### src/rtl/n_term_edge_capture.sv
// ---------------------------------------------------------------------------
// n_term_edge_capture
//   North-edge termination stage for the fabric's top row. The north-bound
//   edge wires are looped back south, either directly or through one
//   register. Snapshots of the edge vector are timestamped and buffered in a
//   small show-ahead FIFO, which a readout master drains with valid/ready.
//
//   Edge bit order: 0..11 = A0, B0, C0, D0, F0, G0, G1, H0, H1, I0, I1, I2
//
// Ports
//   UserCLK       fabric user clock
//   resetn        asynchronous active-low reset
//   from_N        north-bound edge wires
//   to_S          south-bound loopback wires
//   loop_reg_en   static config: 1 = registered loopback, 0 = combinational
//   cap_mode      0 = single-shot on trigger, 1 = change-detect while armed
//   cap_trig      trigger / arm toggle, sampled each edge
//   cap_valid     FIFO head valid
//   cap_ready     consumer accepts the head entry
//   cap_data      head snapshot data (0 when empty)
//   cap_ts        head snapshot timestamp (0 when empty)
//   cap_overflow  sticky flag: a push was dropped
//   ovf_clr       clears cap_overflow (a same-edge drop wins)
//   cap_count     current FIFO occupancy, 0..DEPTH
//
// Capture FSM
//   state    | meaning
//   ---------+---------------------------------------------------------
//   ST_IDLE  | not armed; pushes only on cap_trig in single-shot mode
//   ST_ARMED | change-detect armed; pushes whenever from_N differs from s1
// ---------------------------------------------------------------------------
module n_term_edge_capture #(
  parameter int WIDTH = 12,
  parameter int DEPTH = 4,
  parameter int CNT_W = 16
) (
  input  logic                     UserCLK,
  input  logic                     resetn,
  input  logic [WIDTH-1:0]         from_N,
  output logic [WIDTH-1:0]         to_S,
  input  logic                     loop_reg_en,
  input  logic                     cap_mode,
  input  logic                     cap_trig,
  output logic                     cap_valid,
  input  logic                     cap_ready,
  output logic [WIDTH-1:0]         cap_data,
  output logic [CNT_W-1:0]         cap_ts,
  output logic                     cap_overflow,
  input  logic                     ovf_clr,
  output logic [$clog2(DEPTH):0]   cap_count
);

  localparam int AW = $clog2(DEPTH);
  localparam int CW = AW + 1;

  typedef enum logic {
    ST_IDLE  = 1'b0,
    ST_ARMED = 1'b1
  } state_t;

  // Registered state
  logic [WIDTH-1:0] s1_q;
  logic [CNT_W-1:0] ts_q,      ts_d;
  state_t           state_q,   state_d;
  logic [AW-1:0]    wr_ptr_q,  wr_ptr_d;
  logic [AW-1:0]    rd_ptr_q,  rd_ptr_d;
  logic [CW-1:0]    count_q,   count_d;
  logic             ovf_q,     ovf_d;

  // FIFO storage; no reset needed because the outputs are masked by count_q
  logic [WIDTH-1:0] fifo_data_q [DEPTH];
  logic [CNT_W-1:0] fifo_ts_q   [DEPTH];

  logic push_req;
  logic pop;
  logic full;
  logic push_ok;
  logic drop;

  // -------------------------------------------------------------------------
  // Loopback
  // -------------------------------------------------------------------------
  assign to_S = loop_reg_en ? s1_q : from_N;

  // -------------------------------------------------------------------------
  // Capture decision and next-state logic
  // -------------------------------------------------------------------------
  always_comb begin
    state_d  = state_q;
    push_req = 1'b0;

    if (!cap_mode) begin
      // Single-shot: every triggered edge captures; leaving change-detect
      // mode always disarms.
      push_req = cap_trig;
      state_d  = ST_IDLE;
    end else begin
      unique case (state_q)
        ST_IDLE: begin
          // Arming edge itself never captures.
          if (cap_trig) state_d = ST_ARMED;
        end
        ST_ARMED: begin
          // Compare against the previous edge's sample, so a one-cycle
          // glitch yields two captures. The disarm edge still captures.
          push_req = (from_N != s1_q);
          if (cap_trig) state_d = ST_IDLE;
        end
        default: state_d = ST_IDLE;
      endcase
    end
  end

  // -------------------------------------------------------------------------
  // FIFO control
  // -------------------------------------------------------------------------
  always_comb begin
    full    = (count_q == CW'(DEPTH));
    pop     = (count_q != '0) && cap_ready;
    // A pop on a full FIFO frees the slot the push lands in.
    push_ok = push_req && (!full || pop);
    drop    = push_req && full && !pop;

    wr_ptr_d = push_ok ? wr_ptr_q + AW'(1) : wr_ptr_q;
    rd_ptr_d = pop     ? rd_ptr_q + AW'(1) : rd_ptr_q;

    count_d = count_q;
    if (push_ok && !pop)      count_d = count_q + CW'(1);
    else if (!push_ok && pop) count_d = count_q - CW'(1);

    ovf_d = ovf_q;
    if (drop)         ovf_d = 1'b1;
    else if (ovf_clr) ovf_d = 1'b0;

    ts_d = ts_q + CNT_W'(1);
  end

  // -------------------------------------------------------------------------
  // Registers
  // -------------------------------------------------------------------------
  always_ff @(posedge UserCLK or negedge resetn) begin
    if (!resetn) begin
      s1_q     <= '0;
      ts_q     <= '0;
      state_q  <= ST_IDLE;
      wr_ptr_q <= '0;
      rd_ptr_q <= '0;
      count_q  <= '0;
      ovf_q    <= 1'b0;
    end else begin
      s1_q     <= from_N;
      ts_q     <= ts_d;
      state_q  <= state_d;
      wr_ptr_q <= wr_ptr_d;
      rd_ptr_q <= rd_ptr_d;
      count_q  <= count_d;
      ovf_q    <= ovf_d;
    end
  end

  always_ff @(posedge UserCLK) begin
    if (push_ok) begin
      fifo_data_q[wr_ptr_q] <= from_N;
      fifo_ts_q[wr_ptr_q]   <= ts_q;
    end
  end

  // -------------------------------------------------------------------------
  // Outputs: all derived from registers only
  // -------------------------------------------------------------------------
  assign cap_valid    = (count_q != '0);
  assign cap_data     = cap_valid ? fifo_data_q[rd_ptr_q] : '0;
  assign cap_ts       = cap_valid ? fifo_ts_q[rd_ptr_q]   : '0;
  assign cap_overflow = ovf_q;
  assign cap_count    = count_q;

endmodule
### config.mk
export PLATFORM = sky130hd
export DESIGN_NAME = n_term_edge_capture
export DESIGN_NICKNAME = d
export VERILOG_FILES = /design/src/rtl/n_term_edge_capture.sv
export SDC_FILE = /design/constraint.sdc
export NUM_CORES = 1
export LEC_CHECK = 0
export ABC_AREA = 1
export ABC_CLOCK_PERIOD_IN_PS = 3600
export BUFFER_PORTS_ARGS = -buffer_cell sky130_fd_sc_hd__buf_2
export CAP_MARGIN = 20
export CORE_MARGIN = 3
export CORE_UTILIZATION = 45
export DETAILED_ROUTE_END_ITERATION = 8
export PLACE_DENSITY = 0.68
export SLEW_MARGIN = 40
export SYNTH_ARGS = -nofsm -noshare
export SYNTH_HDL_FRONTEND = slang
export SYNTH_SLANG_ARGS = --single-unit
### constraint.sdc
create_clock -name UserCLK -period 3.6 [get_ports UserCLK]
set_clock_uncertainty 0.2 [all_clocks]
set_input_delay 0.54 -clock UserCLK [delete_from_list [all_inputs] [get_ports UserCLK]]
set_output_delay 0.54 -clock UserCLK [all_outputs]
set_load 0.03 [all_outputs]
==> impl_metrics.env, run 1 <==
export IMPL_fillers=1086
export IMPL_cts_root_buf="clkbuf_16"
export IMPL_synth_cells=515
export IMPL_ys_seq_elements=149
export IMPL_p_leak_nw=2.90
export IMPL_drtAntennaViolNets=0
export IMPL_routedWlPerCell_um=15.8
export IMPL_syn_nets=541
export IMPL_vias=3842
export IMPL_peakVddDrop_mv=0.415
export IMPL_stdcell_area_sq_mm=0.00736
export IMPL_first_pass_iters=5
export IMPL_arrival_ns=2.43
export IMPL_seq_area_frac_synth_pct=69.8
export IMPL_required_ns=2.86
export IMPL_power_density_mw_per_mm2=871
export IMPL_critical_path_slowest_cell="dfrtp_1"
export IMPL_tightestPinTransition_ns=0.722
export IMPL_slew_headroom_pct=51.9
export IMPL_netlist_area_sq_mm=0.00614
export IMPL_holdWs_ns=0.110
export IMPL_path_buf_inv=2
export IMPL_dieHeight_um=123
export IMPL_cts_setup_buffers=0
export IMPL_hold_path_class="in2reg"
export IMPL_first_global_vias=3916
export IMPL_place_congestion=0.726
export IMPL_setup_worst_path_end_class="output port"
export IMPL_clock_sinks=149
export IMPL_synth_cell_type_count=25
export IMPL_clock_fmax_mhz=316
export IMPL_ys_warn_count=0
export IMPL_cts_resized=0
export IMPL_antenna_found_initial=0
export IMPL_ff_latch_area_sq_mm=0.00429
export IMPL_fin_crit_ns=3.17
export IMPL_grt_ovfl_total=0
export IMPL_setup_tns_final_ns=0
export IMPL_htree_levels=4
export IMPL_grt_use_total_pct=17.4
export IMPL_dieArea_sq_mm=0.0151
export IMPL_multiInputGateArea_sq_mm=0.00165
export IMPL_synth_avg_cell_area_sq_um=11.9
export IMPL_critPathKind="reg2out"
export IMPL_path_clk_slew_ns=0.06
export IMPL_routed_wl_mm=12.2
export IMPL_crit_top_cell="nor2_1"
export IMPL_dpl_cell_area_sq_mm=0.00667
export IMPL_start_util_pct=46.2
export IMPL_fp_row_count=42
export IMPL_syn2layout_area_growth_pct=19.7
export IMPL_core_region_area_sq_mm=0.0133
export IMPL_drt_vias_per_instance=4.96
export IMPL_numCtsBuffers=17
export IMPL_drc=0
export IMPL_ioPinCount=64
export IMPL_worst_slack_ns=0.431
export IMPL_pre_cts_slack_ns=0.600
export IMPL_clock_latency_ns=0.41
export IMPL_crit_family="flip-flops"
export IMPL_critPathLaunchType="register"
export IMPL_status="completed"
export IMPL_cpPeakStageDelay_ns=0.80
export IMPL_first_iter_violations=289
export IMPL_fin_nets=611
export IMPL_hpwl_mm=7.34
export IMPL_max_cap_violations=0
export IMPL_cts_buffer_depth=2
export IMPL_grt_setup_unrepaired="false"
export IMPL_path_max_fanout=22
export IMPL_cts_hold_buf=1
export IMPL_grt_pass1_wl_mm=19.5
export IMPL_drive_gt1_share_pct=21.7
export IMPL_grt_max_degree=38
export IMPL_cts_tree="done"
export IMPL_finish_utilization_pct=55.3
export IMPL_die_w_um=123
export IMPL_io_buffers=63
export IMPL_drv_slew=0
export IMPL_antenna_cells=0
export IMPL_setup_violations=0
export IMPL_timing_final_hold_violations=0
export IMPL_crit_chain="buf_4 -> nor2_1 -> nor2_1 -> o21ai_0 -> a21oi_1 -> buf_2"
export IMPL_post_route_period_util_pct=88.0
-- Yosys cell counts, drive strengths merged --
cell type	n	share of area (%)
inv	28	1.7
edfxtp	112	55
mux2	10	1.8
xor2	11	1.6
nand3	9	0.98
clkbuf	10	0.61
nand4	1	0.10
xnor2	16	2.3
nand3b	1	0.18
nor2	127	8.2
nand2	39	2.5
fa	1	0.33
nor4	1	0.10
dfrtp	37	15
o21ai	62	5.0
buf	14	1.2
ha	6	1.2
a21oi	30	2.4
-- sequential cells by signal (all words and copies together), names as in the netlist --
signal,count
cap_count,3
cap_overflow,1
fifo_data_q,48
fifo_ts_q,64
rd_ptr_q,2
s1_q,12
state_q,1
ts_q,16
wr_ptr_q,2
-- worst register-to-register path, stage by stage, from the launching register on --
cell,delay [ns]
dfrtp_1,0.39
xnor2_1,0.16
nand2_1,0.07
nor2_1,0.17
nand3_1,0.13
nand2_1,0.08
nand2_1,0.09
nand2_1,0.24
inv_1,0.08
ha_1,0.19
inv_1,0.10
fa_1,0.41
mux2_2,0.26
-- through the flow --
step                power [mW]  std cells
finish                    6.41        774
global placement          4.43        741
floorplan                 3.79        515
CTS                       6.49        774
detailed placement        4.49        741
global route              6.77        774
-- area by class of cell --
cell class	instances	area share (%)
Tap cell	176	2.99
Clock buffer	20	6.21
Clock inverter	12	3.03
Sequential cell	149	58.3
Timing Repair Buffer	75	5.58
Inverter	28	1.43
Multi-Input combinational cell	314	22.5
-- layer usage --
metal | GRT usage [%] | wire length, um | vias up
li1 | - | - | 1887
met1 | 20.7 | 5100 | 1829
met2 | 30.2 | 6170 | 110
met3 | 4.52 | 747 | 16
met4 | 6.65 | 210 | 0
met5 | 0 | 0 | -
-- cells in the final DEF (no fill, tap or decap), types with 8 or more instances in the layout --
cell type  netlist  layout
nor2_1         121     117
edfxtp_1       112     112
buf_2            9      62
o21ai_0         61      61
nand2_1         37      37
dfrtp_1         37      37
a21oi_1         30      30
inv_1           28      28
clkbuf_16        0      17
xnor2_1         16      16
buf_4            2      12
xor2_1          11      11
mux2_2          10      10
nor2_2           4       8
-- worst paths after layout --
path                             start            to  slack [ns]  cells after the start
max                        rd_ptr_q[0]    cap_ts[15]        0.43                      6
min                          from_N[5]       s1_q[5]        0.11                      1
max reg2reg                    s1_q[8]  cap_count[1]        0.91                     12
min reg2reg                    state_q       state_q        0.26                      1
max in group asynchronous       resetn       s1_q[0]        2.38                      2
min in group asynchronous       resetn      ts_q[10]        0.45                      2
-- where the power goes --
group	switching, mW	leakage, nW	internal [mW]
logic	1.60	1.08	0.628
clock network	0.650	0.329	1.34
registers	0.109	1.49	2.08
total	2.36	2.90	4.05
-- cell families (layout without fill, tap and decap cells) --
family / Yosys count / after routing / synth area share (%)
AO/OA/AOI/OAI: 92 / 92 / 7.49
buffers and inverters: 52 / 135 / 3.48
multiplexers: 10 / 10 / 1.83
flip-flops: 149 / 149 / 69.8
AND/OR/NAND/NOR: 178 / 178 / 12.0
adder cells (fa/ha/maj): 7 / 7 / 1.55
XOR/XNOR: 27 / 27 / 3.85
Power figures use the tool's default switching activity.
==> run 2, diff against run 1 <==
- CTS_BUF_LIST: default -> sky130_fd_sc_hd__clkbuf_16
==> run 2 against run 1 <==
Against the previous run:
- critical path depth is the same
- cell count unchanged
- critical endpoint unchanged
- worst setup slack improved by 0.054 ns
- largest cell class unchanged
- count of clock-buffer cells in the layout down 3
- global-route usage about the same
- core utilization down 0.15 points
==> impl_metrics.env, run 2 (synthesized netlist as in run 1, its figures left out) <==
export IMPL_die_w_um=123
export IMPL_cpPeakStageDelay_ns=0.80
export IMPL_drt_vias_per_instance=4.97
export IMPL_clock_sinks=149
export IMPL_reg2reg_slack_ns=0.90
export IMPL_syn2layout_area_growth_pct=19.4
export IMPL_critPathKind="reg2out"
export IMPL_clock_fmax_mhz=321
export IMPL_max_cap_violations=0
export IMPL_ioPinCount=64
export IMPL_worst_slack_ns=0.484
export IMPL_largest_register="fifo_ts_q"
export IMPL_arrival_ns=2.38
export IMPL_timing_final_hold_violations=0
export IMPL_crit_chain="buf_4 -> nor2_1 -> nor2_1 -> o21ai_0 -> a21oi_1 -> buf_2"
export IMPL_hold_path_class="in2reg"
export IMPL_cts_buffer_depth=2
export IMPL_layout_common_cells="nor2_1 (117), edfxtp_1 (112), buf_2 (62), o21ai_0 (61)"
export IMPL_pre_cts_slack_ns=0.600
export IMPL_antenna_cells=0
export IMPL_path_clk_slew_ns=0.06
export IMPL_dpl_cell_area_sq_mm=0.00667
export IMPL_setup_tns_final_ns=0
export IMPL_drive_gt1_share_pct=21.4
export IMPL_status="completed"
export IMPL_dieHeight_um=123
export IMPL_critPathLaunchType="register"
export IMPL_path_max_fanout=22
export IMPL_grt_max_degree=38
export IMPL_numCtsBuffers=17
export IMPL_core_region_area_sq_mm=0.0133
export IMPL_tightestPinTransition_ns=0.712
export IMPL_power_density_mw_per_mm2=866
export IMPL_setup_violations=0
export IMPL_grt_pass1_wl_mm=19.5
export IMPL_post_route_period_util_pct=86.5
export IMPL_slew_headroom_pct=52.6
export IMPL_instances_no_fill=774
export IMPL_start_util_pct=46.2
export IMPL_finish_utilization_pct=55.2
export IMPL_largest_register_ffs=64
export IMPL_crit_family="flip-flops"
export IMPL_drc=0
export IMPL_drv_slew=0
export IMPL_vias=3847
export IMPL_antenna_found_initial=0
export IMPL_final_common_cell="nor2_1"
export IMPL_first_iter_violations=330
export IMPL_setup_worst_path_end_class="output port"
export IMPL_fin_nets=611
export IMPL_fp_row_count=42
export IMPL_placed_cells=741
export IMPL_htree_levels=4
export IMPL_cts_root_buf="clkbuf_16"
export IMPL_largestRegisters="fifo_ts_q: 64 flops, fifo_data_q: 48 flops, ts_q: 16 flops"
export IMPL_crit_top_cell="nor2_1"
export IMPL_p_leak_nw=2.89
export IMPL_fillers=1094
export IMPL_required_ns=2.86
export IMPL_routed_wl_mm=12.2
export IMPL_first_global_vias=3911
export IMPL_grt_setup_unrepaired="false"
export IMPL_place_congestion=0.726
export IMPL_grt_ovfl_total=0
export IMPL_drtAntennaViolNets=0
export IMPL_io_buffers=63
export IMPL_peakVddDrop_mv=0.416
export IMPL_critical_path_slowest_cell="dfrtp_1"
export IMPL_grt_use_total_pct=17.4
export IMPL_first_pass_iters=4
export IMPL_path_buf_inv=2
export IMPL_cts_tree="done"
export IMPL_hpwl_mm=7.34
export IMPL_clock_latency_ns=0.41
export IMPL_cts_resized=0
export IMPL_stdcell_area_sq_mm=0.00734
export IMPL_dieArea_sq_mm=0.0151
export IMPL_routedWlPerCell_um=15.8
export IMPL_fin_crit_ns=3.12
-- run 2: changes by cell type in the layout (fill, tap and decap cells not counted) --
| cell | delta |
|---|---|
| clkinv_1 | +2 |
| clkbuf_8 | -2 |
| clkbuf_1 | -1 |
| inv_1 | +1 |
-- run 2: path summary, 6_finish.rpt --
kind                        startpoint           end  cells after the start
setup / recovery           rd_ptr_q[0]    cap_ts[15]                      6
hold / removal               from_N[5]       s1_q[5]                      1
setup reg to reg               s1_q[8]  cap_count[1]                     12
hold reg to reg                state_q       state_q                      1
max in group asynchronous       resetn       s1_q[0]                      2
min in group asynchronous       resetn      ts_q[10]                      2
-- run 2: through the flow --
| stage | hold WS (ns) | power [mW] |
|---|---|---|
| after floorplan | 0.0444 | 3.79 |
| after global placement | 0.249 | 4.43 |
| after detailed placement | 0.259 | 4.49 |
| after CTS | 0.0898 | 6.44 |
| after global routing | 0.0884 | 6.73 |
| final | 0.108 | 6.36 |
-- run 2: timing repair --
| item | CTS | global route |
|---|---|---|
| endpoints found under the hold margin | 37 | 0 |
| hold buffers | 1 | 0 |
| setup buffers | 0 | 0 |
-- run 2: metal layers --
layer	global-route usage, %	vias to the layer above	wire length (um)
met1	20.6	1848	5050
li1	-	1889	-
met2	30.2	96	6320
met4	6.09	0	165
met5	0	-	0
met3	5.21	14	697
-- run 2: power by group --
group	internal [mW]	leakage (nW)	total, mW	switching [mW]
registers	2.08	1.49	2.19	0.108
logic	0.628	1.08	2.23	1.60
clock network	1.29	0.322	1.94	0.648
-- run 2: final cells by class --
class / count / area, sq um / share of cell area (%)
repair buffers: 75 / 410 / 5.59
clock inverters: 15 / 234 / 3.19
inverters: 28 / 105 / 1.43
clock buffers: 17 / 425 / 5.80
flip-flops and latches: 149 / 4290 / 58.5
well taps: 176 / 220 / 3.00
multi-input cells: 314 / 1650 / 22.5
